[src/rtl/pdl_delay_line.sv]
// Programmable delay line for the TRNG entropy path: a toggle source feeds a
// tapped shift chain, and a registered select picks which tap drives z.
module pdl_delay_line #(
  parameter int DEL_W    = 3,
  parameter int N_STAGES = 8
) (
  input  logic             clk,
  input  logic             clr,
  input  logic             en,
  input  logic [DEL_W-1:0] del,
  output logic             z
);

  logic                r_src;
  logic [N_STAGES-1:0] r_d;
  logic [DEL_W-1:0]    r_del_q;
  logic                r_z;
  logic                w_tap;

  // The select is taken from the registered copy so a tap change never glitches z
  assign w_tap = r_d[r_del_q];

  always_ff @(posedge clk or posedge clr) begin
    if (clr) begin
      r_src   <= 1'b0;
      r_d     <= '0;
      r_del_q <= '0;
      r_z     <= 1'b0;
    end else begin
      r_src   <= en ? ~r_src : r_src;
      r_d     <= {r_d[N_STAGES-2:0], r_src};
      r_del_q <= del;
      r_z     <= w_tap;
    end
  end

  assign z = r_z;

endmodule

[config.mk]
export PLATFORM = sky130hd
export DESIGN_NAME = pdl_delay_line
export DESIGN_NICKNAME = d
export VERILOG_FILES = /design/src/rtl/pdl_delay_line.sv
export SDC_FILE = /design/constraint.sdc
export NUM_CORES = 1
export LEC_CHECK = 0
export CORE_AREA = 3 3 40 42
export CTS_BUF_LIST = sky130_fd_sc_hd__clkbuf_8
export DETAILED_ROUTE_END_ITERATION = 8
export DIE_AREA = 0 0 43 45
export MAX_ROUTING_LAYER = met4
export PLACE_DENSITY = 0.6
export SETUP_SLACK_MARGIN = 0.2
export SYNTH_ARGS = -nofsm -noshare
export SYNTH_HDL_FRONTEND = slang
export SYNTH_SLANG_ARGS = --single-unit
[constraint.sdc]
create_clock -name clk -period 1.6 [get_ports clk]
set_clock_uncertainty 0.15 [all_clocks]
set_input_delay 0.32 -clock clk [delete_from_list [all_inputs] [get_ports clk]]
set_output_delay 0.32 -clock clk [all_outputs]
set_load 0.05 [all_outputs]
=== Word level (Yosys, flattened, before mapping) ===
Index checks and enable logic that the tools add are counted.

* Register bits after elaboration: 13
* Output and inout bits: 1

* Mux-type cells: 2
* $lt $le $gt $ge: 1
* Bitwise logic cells: 1

{| class="wikitable"
|+ Operator list
! kind !! number
|-
| less-than comparator 3 x 4 -> 1 bit (second input constant) || 1
|-
| binary-select mux 1 bit (select 3 bit) || 1
|-
| 2-to-1 mux 1 bit || 1
|-
| NOT 1 bit || 1
|}

=== Longest topological paths before layout ===
* Depth in word-level cells: 2
* Gate-level depth with buffers: 2

=== Worst setup path before layout ===
Ideal clock, no wire load.

* Path kind: register to register
* Start: register r_del_q[0]
* End: register r_z, in the netlist z
* Setup slack: 196 ps
* Period minus slack after synthesis: 1,404 ps
* Path buffers: 0
* Stages on the path, launching flop included: 3
* Arrival: 1,129 ps
* Data required time: 1,325 ps
* Cell sequence: dfrtp_1 -> mux4_1 -> mux2_2

* Word-level cells in the longest chain between the ends: 2

{| class="wikitable"
|+ Ends and longest elaborated chain
! what !! RTL line !! source
|-
| start: declaration || 16 || <nowiki>logic [DEL_W-1:0] r_del_q;</nowiki>
|-
| start signal: assignment || 32 || <nowiki>r_del_q <= del;</nowiki>
|-
| binary-select mux 1 bit (select 3 bit) || 21 || <nowiki>assign w_tap = r_d[r_del_q];</nowiki>
|-
| 2-to-1 mux 1 bit (not written as such) || 21 ||
|-
| named net w_tap || 18 || <nowiki>logic w_tap;</nowiki>
|-
| end signal: assignment || 33 || <nowiki>r_z <= w_tap;</nowiki>
|-
| end: declaration || 17 || <nowiki>logic r_z;</nowiki>
|}

The timed path passes the listed nets, and every way through them passes these cells. The select of a mux whose other input is x is not followed.
A chain may end at the register's enable or synchronous reset.

=== Final worst setup path ===
Ends and elaborated chain as after synthesis.

==> results.toml <==
[synthesis]
postSynthNetCount = 24
synth_cell_types = 5
synth.avg_cell_area_um2 = 22.3
postSynthRegisterBits = 13
mappedNetlistArea_um2 = 402
synthesis.yosys.warnings = 0
postSynthCellCount = 18
sequential_share_of_the_synthesized_area = 0.810

[finish]
layout-drive-gt1-share = 0.250
fillCellCount = 119
utilization = 0.411
stdcell_area_um2 = 528
synthToLayoutAreaGrowth_pct = 31.5
n_antenna_cell = 0
fin_nets = 35

[clock_network]
h_tree_level_count = 1
cts_resized = 0
cts_buffers = 3
clockBufferDepth = 2
postCtsSetupRepairBufs = 0
clkSlewWorstSetupHoldPaths_ps = 50
ctsHoldBuffers = 0
tritoncts = "done"
clock_insertion_delay_worst_skew_ps = 230
cts_sinks = 13
clock-root-buffer = "clkbuf_8"

[sta]
tns_ps = 0
setup_viol = 0
max_clock_freq_mhz = 703
fin_crit_ps = 1420
period_share = 0.889
actual_transition_at_the_worst_max_transition_pin_ps = 480
rsz0062_at_grt = "true"
timing.slew.headroom = 0.680
timing_hold_violations_final = 0
slew_viol_final = 0

[grt]
grt_usage = 0.0764
gr-total-overflow = 0
first_global_vias = 211
grt_max_degree = 14
grt_first_pass_wirelength_um = 897
antenna_found_initial = 0

[power_and_ir_drop]
seq_power_share = 0.535
intPower_uw = 748
power.density_cell_area_nw_per_um2 = 1890
finalPower_uw = 996
p_leak_uw = 0.000234
p_switching_uw = 248
worst_ir_drop_vdd_v = 0.000827
switching_share = 0.249
share_of_power_burned_in_the_clock_network = 0.276
combPwrFrac = 0.189

[route]
first_iter_violations = 0
route.detailed.drc = 0
drt_pass1_iterations = 1
drt-vias-per-instance = 4.40
length_of_routed_wiring_on_met1_um = 212
drt.antenna.violating_nets = 0
routed.top_layer = "met4"
detailroute.wirelength.met2_um = 296
vias = 189
postRouteWirelength_um = 560
met3_length_um = 43
route.detailed.wl_per_inst_um = 13.0

[flow_run]
number_of_maximum_capacitance_violations = 0

[critical_path]
crit_path_max_fanout = 2
worstPathRequired_ps = 1570
setup.worst_path.start_class = "flip-flop"
rrSetupSlack_ps = 180
crit_path_category = "reg2reg"
cp_data_arrival_time_ps = 1390
critical_path.endpoint_type = "flip-flop"

[floorplanning]
fp.dieH_um = 45
start_util = 0.313
core_area_um2 = 1280
fp.dieW_um = 43
die_area_um2 = 1940
io-pin-count = 7
rows = 13

[placed_design]
gp_congestion = 0.610
dpl-instance-area_um2 = 483
port_buffers = 6

[outcome]
status = "finished, final reports clean"

[worst_hold_path]
hold_path_class = "reg2reg"
[stage by stage]
stage          setup slack (ps)  cells  hold WS (ps)
4_1_cts                     161     43           230
3_3_place_gp                209     39           209
6_report                    178     43           224
3_5_place_dp                172     39           212
5_1_grt                     131     43           242
2_1_floorplan               217     18          47.0
[area by class of cell]
| type | count | area (µm²) | area share |
|---|---|---|---|
| clock buffer | 3 | 41.3 | 0.0782 |
| multi-input combinational | 4 | 65.1 | 0.123 |
| sequential | 13 | 325 | 0.616 |
| clock inverter | 1 | 3.75 | 0.00711 |
| timing repair buffer | 6 | 70.1 | 0.133 |
| tap | 15 | 18.8 | 0.0355 |
| inverter | 1 | 3.75 | 0.00711 |
[cell usage after synthesis (all sizes together)]
cell,n,share of area
xor2,1,0.022
dfrtp,13,0.81
mux2,1,0.028
mux4,2,0.13
inv,1,0.0093
[worst max-delay path: stages, from the launching register on]
cell	delay [ps]
dfrtp_1	390
mux4_2	510
mux2_2	270
[power groups by stage]
stage	Clock, µW	Combinational, µW	Sequential [µW]
5_1_grt	296	197	550
6_report	275	188	533
2_1_floorplan	0	70.6	555
4_1_cts	284	192	536
3_5_place_dp	0	191	537
3_3_place_gp	0	187	538
[path summary, 6_finish.rpt]
kind / endpoint / cells after the start / startpoint
setup / recovery: z$_DFF_PP0_ / 2 / r_del_q[0]$_DFF_PP0_
hold / removal: r_d[2]$_DFF_PP0_ / 0 / r_d[1]$_DFF_PP0_
setup reg to reg: z$_DFF_PP0_ / 2 / r_del_q[0]$_DFF_PP0_
hold reg to reg: r_d[2]$_DFF_PP0_ / 0 / r_d[1]$_DFF_PP0_
max in group asynchronous: r_d[1]$_DFF_PP0_ / 2 / clr
min in group asynchronous: r_d[2]$_DFF_PP0_ / 2 / clr
[flip-flops by register name, summed over array words and instances (netlist names)]
register and flops:
r_d 8, r_del_q 3, r_src 1, z 1
[layout by cell type (no fill, tap or decap)]
cell type,count
buf_12,1
clkbuf_8,3
dfrtp_1,13
mux4_2,2
mux2_2,1
clkdlybuf4s50_1,5
xor2_1,1
inv_1,2
[layer usage]
layer / GRT usage / vias up
li1: - / 79
met5: - / -
met4: 0.0904 / 0
met2: 0.105 / 6
met1: 0.0696 / 102
met3: 0.0398 / 2
[kinds of logic (layout without fill, tap and decap cells)]
group,count (synthesis),count (layout),share of synthesized area
xor+xnor,1,1,0.0218
buf+inv,1,11,0.00934
flops,13,13,0.810
mux,3,3,0.159
No activity file was read; power rests on OpenSTA's default activity.
==> RTL edit 1 (config.mk and constraints unchanged) <==
Add an input register stage for `en` and `del`; this delays them by one clock.
--- a/src/rtl/pdl_delay_line.sv
+++ b/src/rtl/pdl_delay_line.sv
@@ -10,6 +10,14 @@
   input  logic [DEL_W-1:0] del,
   output logic             z
 );
+
+  logic en_q;
+  logic [DEL_W-1:0] del_q;
+
+  always_ff @(posedge clk) begin
+    en_q  <= en;
+    del_q <= del;
+  end
 
   logic                r_src;
   logic [N_STAGES-1:0] r_d;
@@ -27,9 +35,9 @@
       r_del_q <= '0;
       r_z     <= 1'b0;
     end else begin
-      r_src   <= en ? ~r_src : r_src;
+      r_src   <= en_q ? ~r_src : r_src;
       r_d     <= {r_d[N_STAGES-2:0], r_src};
-      r_del_q <= del;
+      r_del_q <= del_q;
       r_z     <= w_tap;
     end
   end
Formal check against the unedited RTL: not equivalent (Yosys sat finds a counterexample within 4 cycles, from zero or initial values).
==> RTL edit 1 against the unedited design <==
- setup slack got worse by 3.8 ps
- clock power rose by 7%
- power increased by 13%
- synthesized area is 20% higher
- via count is 4.2% higher
- sequential cell count grew 4
- wire length is 1.1% lower
- count of clock-buffer cells in the layout is the same
- sequential share of layout area up 5.1 points
- combinational power is essentially flat
- design area increased by 15%
- fmax down 0.27%
- critical endpoint unchanged
==> RTL edit 1: results (changes against the unedited design) <==
| Metric | Value |
|---|---|
| Mapped Avg Cell Area | 21.9 um2 (was 22.3 um2) |
| Fmax | 701 MHz (was 703 MHz) |
| Dpl cells | 43 (was 39) |
| R2r startpoint | r_del_q[0]$_DFF_PP0_ (unchanged) |
| HP Start | del_q[0]$_DFF_P_ (was r_d[1]$_DFF_PP0_) |
| Dpl cell area | 563 um2 (was 483 um2) |
| Vias in the first global route | 220 (was 211) |
| Fill cell count | 111 (was 119) |
| Seq power | 0.641 mW (was 0.533 mW) |
| Power Total | 1.12 mW (was 0.996 mW) |
| Total GRT Usage | 8.73% (was 7.64%) |
| Status | finished clean (unchanged) |
| Fraction of layout cells with a size suffix above 1 | 21.9% (was 25.0%) |
| First-pass GRT wire length | 1100 um (was 897 um) |
| Pre-CTS setup slack | 163 ps (was 172 ps) |
| Sequential element share of the synthesized area | 84.2% (was 81.0%) |
| Most common library cells after synthesis | dfrtp_1 (13), dfxtp_1 (4), mux4_1 (2) (was dfrtp_1 (13), mux4_1 (2), inv_1 (1), mux2_2 (1), xor2_1 (1)) |
| Least-Margin Pin Slew | 458 ps (was 480 ps) |
| Final WL | 554 um (was 560 um) |
| Ranking of synthesized cells by area | dfrtp_1 (68%), dfxtp_1 (17%), mux4_1 (11%), mux2_2 (2.3%), xor2_1 (1.8%) (was dfrtp_1 (81%), mux4_1 (13%), mux2_2 (2.8%), xor2_1 (2.2%), inv_1 (0.93%)) |
| Pint | 0.853 mW (was 0.748 mW) |
| VDD IR-drop max | 0.000823 V (was 0.000827 V) |
| P_leak | 0.267 nW (was 0.234 nW) |
| Distinct cells, synth | 6 (was 5) |
| Min Hold Slack | 178 ps (was 224 ps) |
| WHS Endpoint | r_del_q[0]$_DFF_PP0_ (was r_d[2]$_DFF_PP0_) |
| Non-Filler Instances | 47 (was 43) |
| Placer Congestion | 0.670 (was 0.610) |
| Nets@finish | 39 (was 35) |
## RTL edit 1: cell count changes after synthesis
cell	change
dfxtp_1	+4
## RTL edit 1: layout make-up
type | count | area, um2 | area share, %
Clock inverter | 1 | 3.75 | 0.617
Timing Repair Buffer | 6 | 70.1 | 11.5
Inverter | 1 | 3.75 | 0.617
Clock buffer | 3 | 41.3 | 6.79
Multi-Input combinational cell | 4 | 65.1 | 10.7
Tap cell | 15 | 18.8 | 3.09
Sequential cell | 17 | 405 | 66.7
## RTL edit 1: cell families after synthesis
group	after synthesis	share of synthesized area, %
mux	3	13.2
buf+inv	1	0.778
xor+xnor	1	1.82
flops	17	84.2
## RTL edit 1: routing by layer
metal / global-route usage (%) / vias to the layer above / part of all wire, %
met5: - / - / 0
met4: 3.61 / 0 / 1.4
met3: 5.98 / 2 / 5.6
met2: 12.3 / 5 / 49
met1: 9.66 / 98 / 43
li1: - / 92 / -
## RTL edit 1: critical path, cell delays in order (launching register included)
cell,delay (ps)
dfrtp_1,390
mux4_2,510
mux2_2,270
==> RTL edit 2 (same flow settings) <==
Without the edit above. Set the parameter `N_STAGES` to 4 (it was 8).
--- a/src/rtl/pdl_delay_line.sv
+++ b/src/rtl/pdl_delay_line.sv
@@ -2,7 +2,7 @@
 // tapped shift chain, and a registered select picks which tap drives z.
 module pdl_delay_line #(
   parameter int DEL_W    = 3,
-  parameter int N_STAGES = 8
+  parameter int N_STAGES = 4
 ) (
   input  logic             clk,
   input  logic             clr,
Function: changed (a bounded check fails within 4 cycles, from zero or initial values).
==> RTL edit 2 against the unedited design <==
- cell count shrank 21%
- sequential cell count shrank 5
- design area shrank 33%
- synthesized area shrank 41%
- register-to-register slack gained 300 ps
- power shrank 29%
- fmax grew 15%
- wire length shrank 37%
- setup slack gained 190 ps
==> RTL edit 2: results (changes against the unedited design) <==
| Metric | Value |
|---|---|
| Status | finished clean (unchanged) |
| NonClk Buf Share | 16.9% (was 13.3%) |
| Vias/cell | 3.62 (was 4.40) |
| Total GRT Usage | 5.49% (was 7.64%) |
| First-pass GRT wire length | 607 um (was 897 um) |
| Nets@finish | 27 (was 35) |
| Dpl cell area | 314 um2 (was 483 um2) |
| Most common library cells after synthesis | dfrtp_1 (8), inv_1 (1), mux4_2 (1), xor2_1 (1) (was dfrtp_1 (13), mux4_1 (2), inv_1 (1), mux2_2 (1), xor2_1 (1)) |
| Non-Filler Instances | 34 (was 43) |
| CP max-delay cell | dfrtp_1 (was mux4_2) |
| Count of multi-input combinational gates | 2 (was 4) |
| Buffers added on ports | 5 (was 6) |
| P_leak | 0.156 nW (was 0.234 nW) |
| Sequential share of cell area | 56.3% (was 61.6%) |
| CP startpoint | z$_DFF_PP0_ (was r_del_q[0]$_DFF_PP0_) |
| Largest net degree at the start of global routing | 9 (was 14) |
| 1st-pass router iterations | 3 (was 1) |
| Pre-CTS setup slack | 442 ps (was 172 ps) |
| Multi-input gate area | 31.3 um2 (was 65.1 um2) |
| Clk cell area share | 11.6% (was 8.53%) |
| XOR/XNOR Fraction of Synth Area | 3.72% (was 2.18%) |
| Vias in the first global route | 145 (was 211) |
| Placer Congestion | 0.565 (was 0.610) |
| Dpl cells | 31 (was 39) |
| Worst Hold Class | in -> async (was reg -> reg) |
| Least-Margin Pin Slew | 290 ps (was 480 ps) |
| Final WL | 354 um (was 560 um) |
| Delay-heaviest family, CP | flip-flops (was multiplexers) |
| Syn_nets | 17 (was 24) |
[RTL edit 2: how the worst min path moves through the flow]
stage	endpoint	cells past startpoint
2_1_floorplan	r_d[0]$_DFF_PP0_	1
3_3_place_gp	r_d[1]$_DFF_PP0_	0
3_5_place_dp	r_d[2]$_DFF_PP0_	0
4_1_cts	z$_DFF_PP0_	2
5_1_grt	r_d[2]$_DFF_PP0_	0
6_report	z$_DFF_PP0_	2
[RTL edit 2: report_power, final]
part | switching (mW) | internal [mW]
Clock | 0.0715 | 0.162
Sequential | 0.0444 | 0.284
Combinational | 0.0620 | 0.0834
[RTL edit 2: metal layers]
| layer | vias to the layer above | routed length (um) | GRT usage (%) | share of wire (%) |
|---|---|---|---|---|
| met2 | 8 | 163 | 6.59 | 46 |
| met5 | - | 0 | - | 0 |
| li1 | 51 | - | - | - |
| met4 | 0 | 16 | 7.23 | 4.5 |
| met3 | 4 | 49 | 5.18 | 14 |
| met1 | 60 | 125 | 4.04 | 35 |
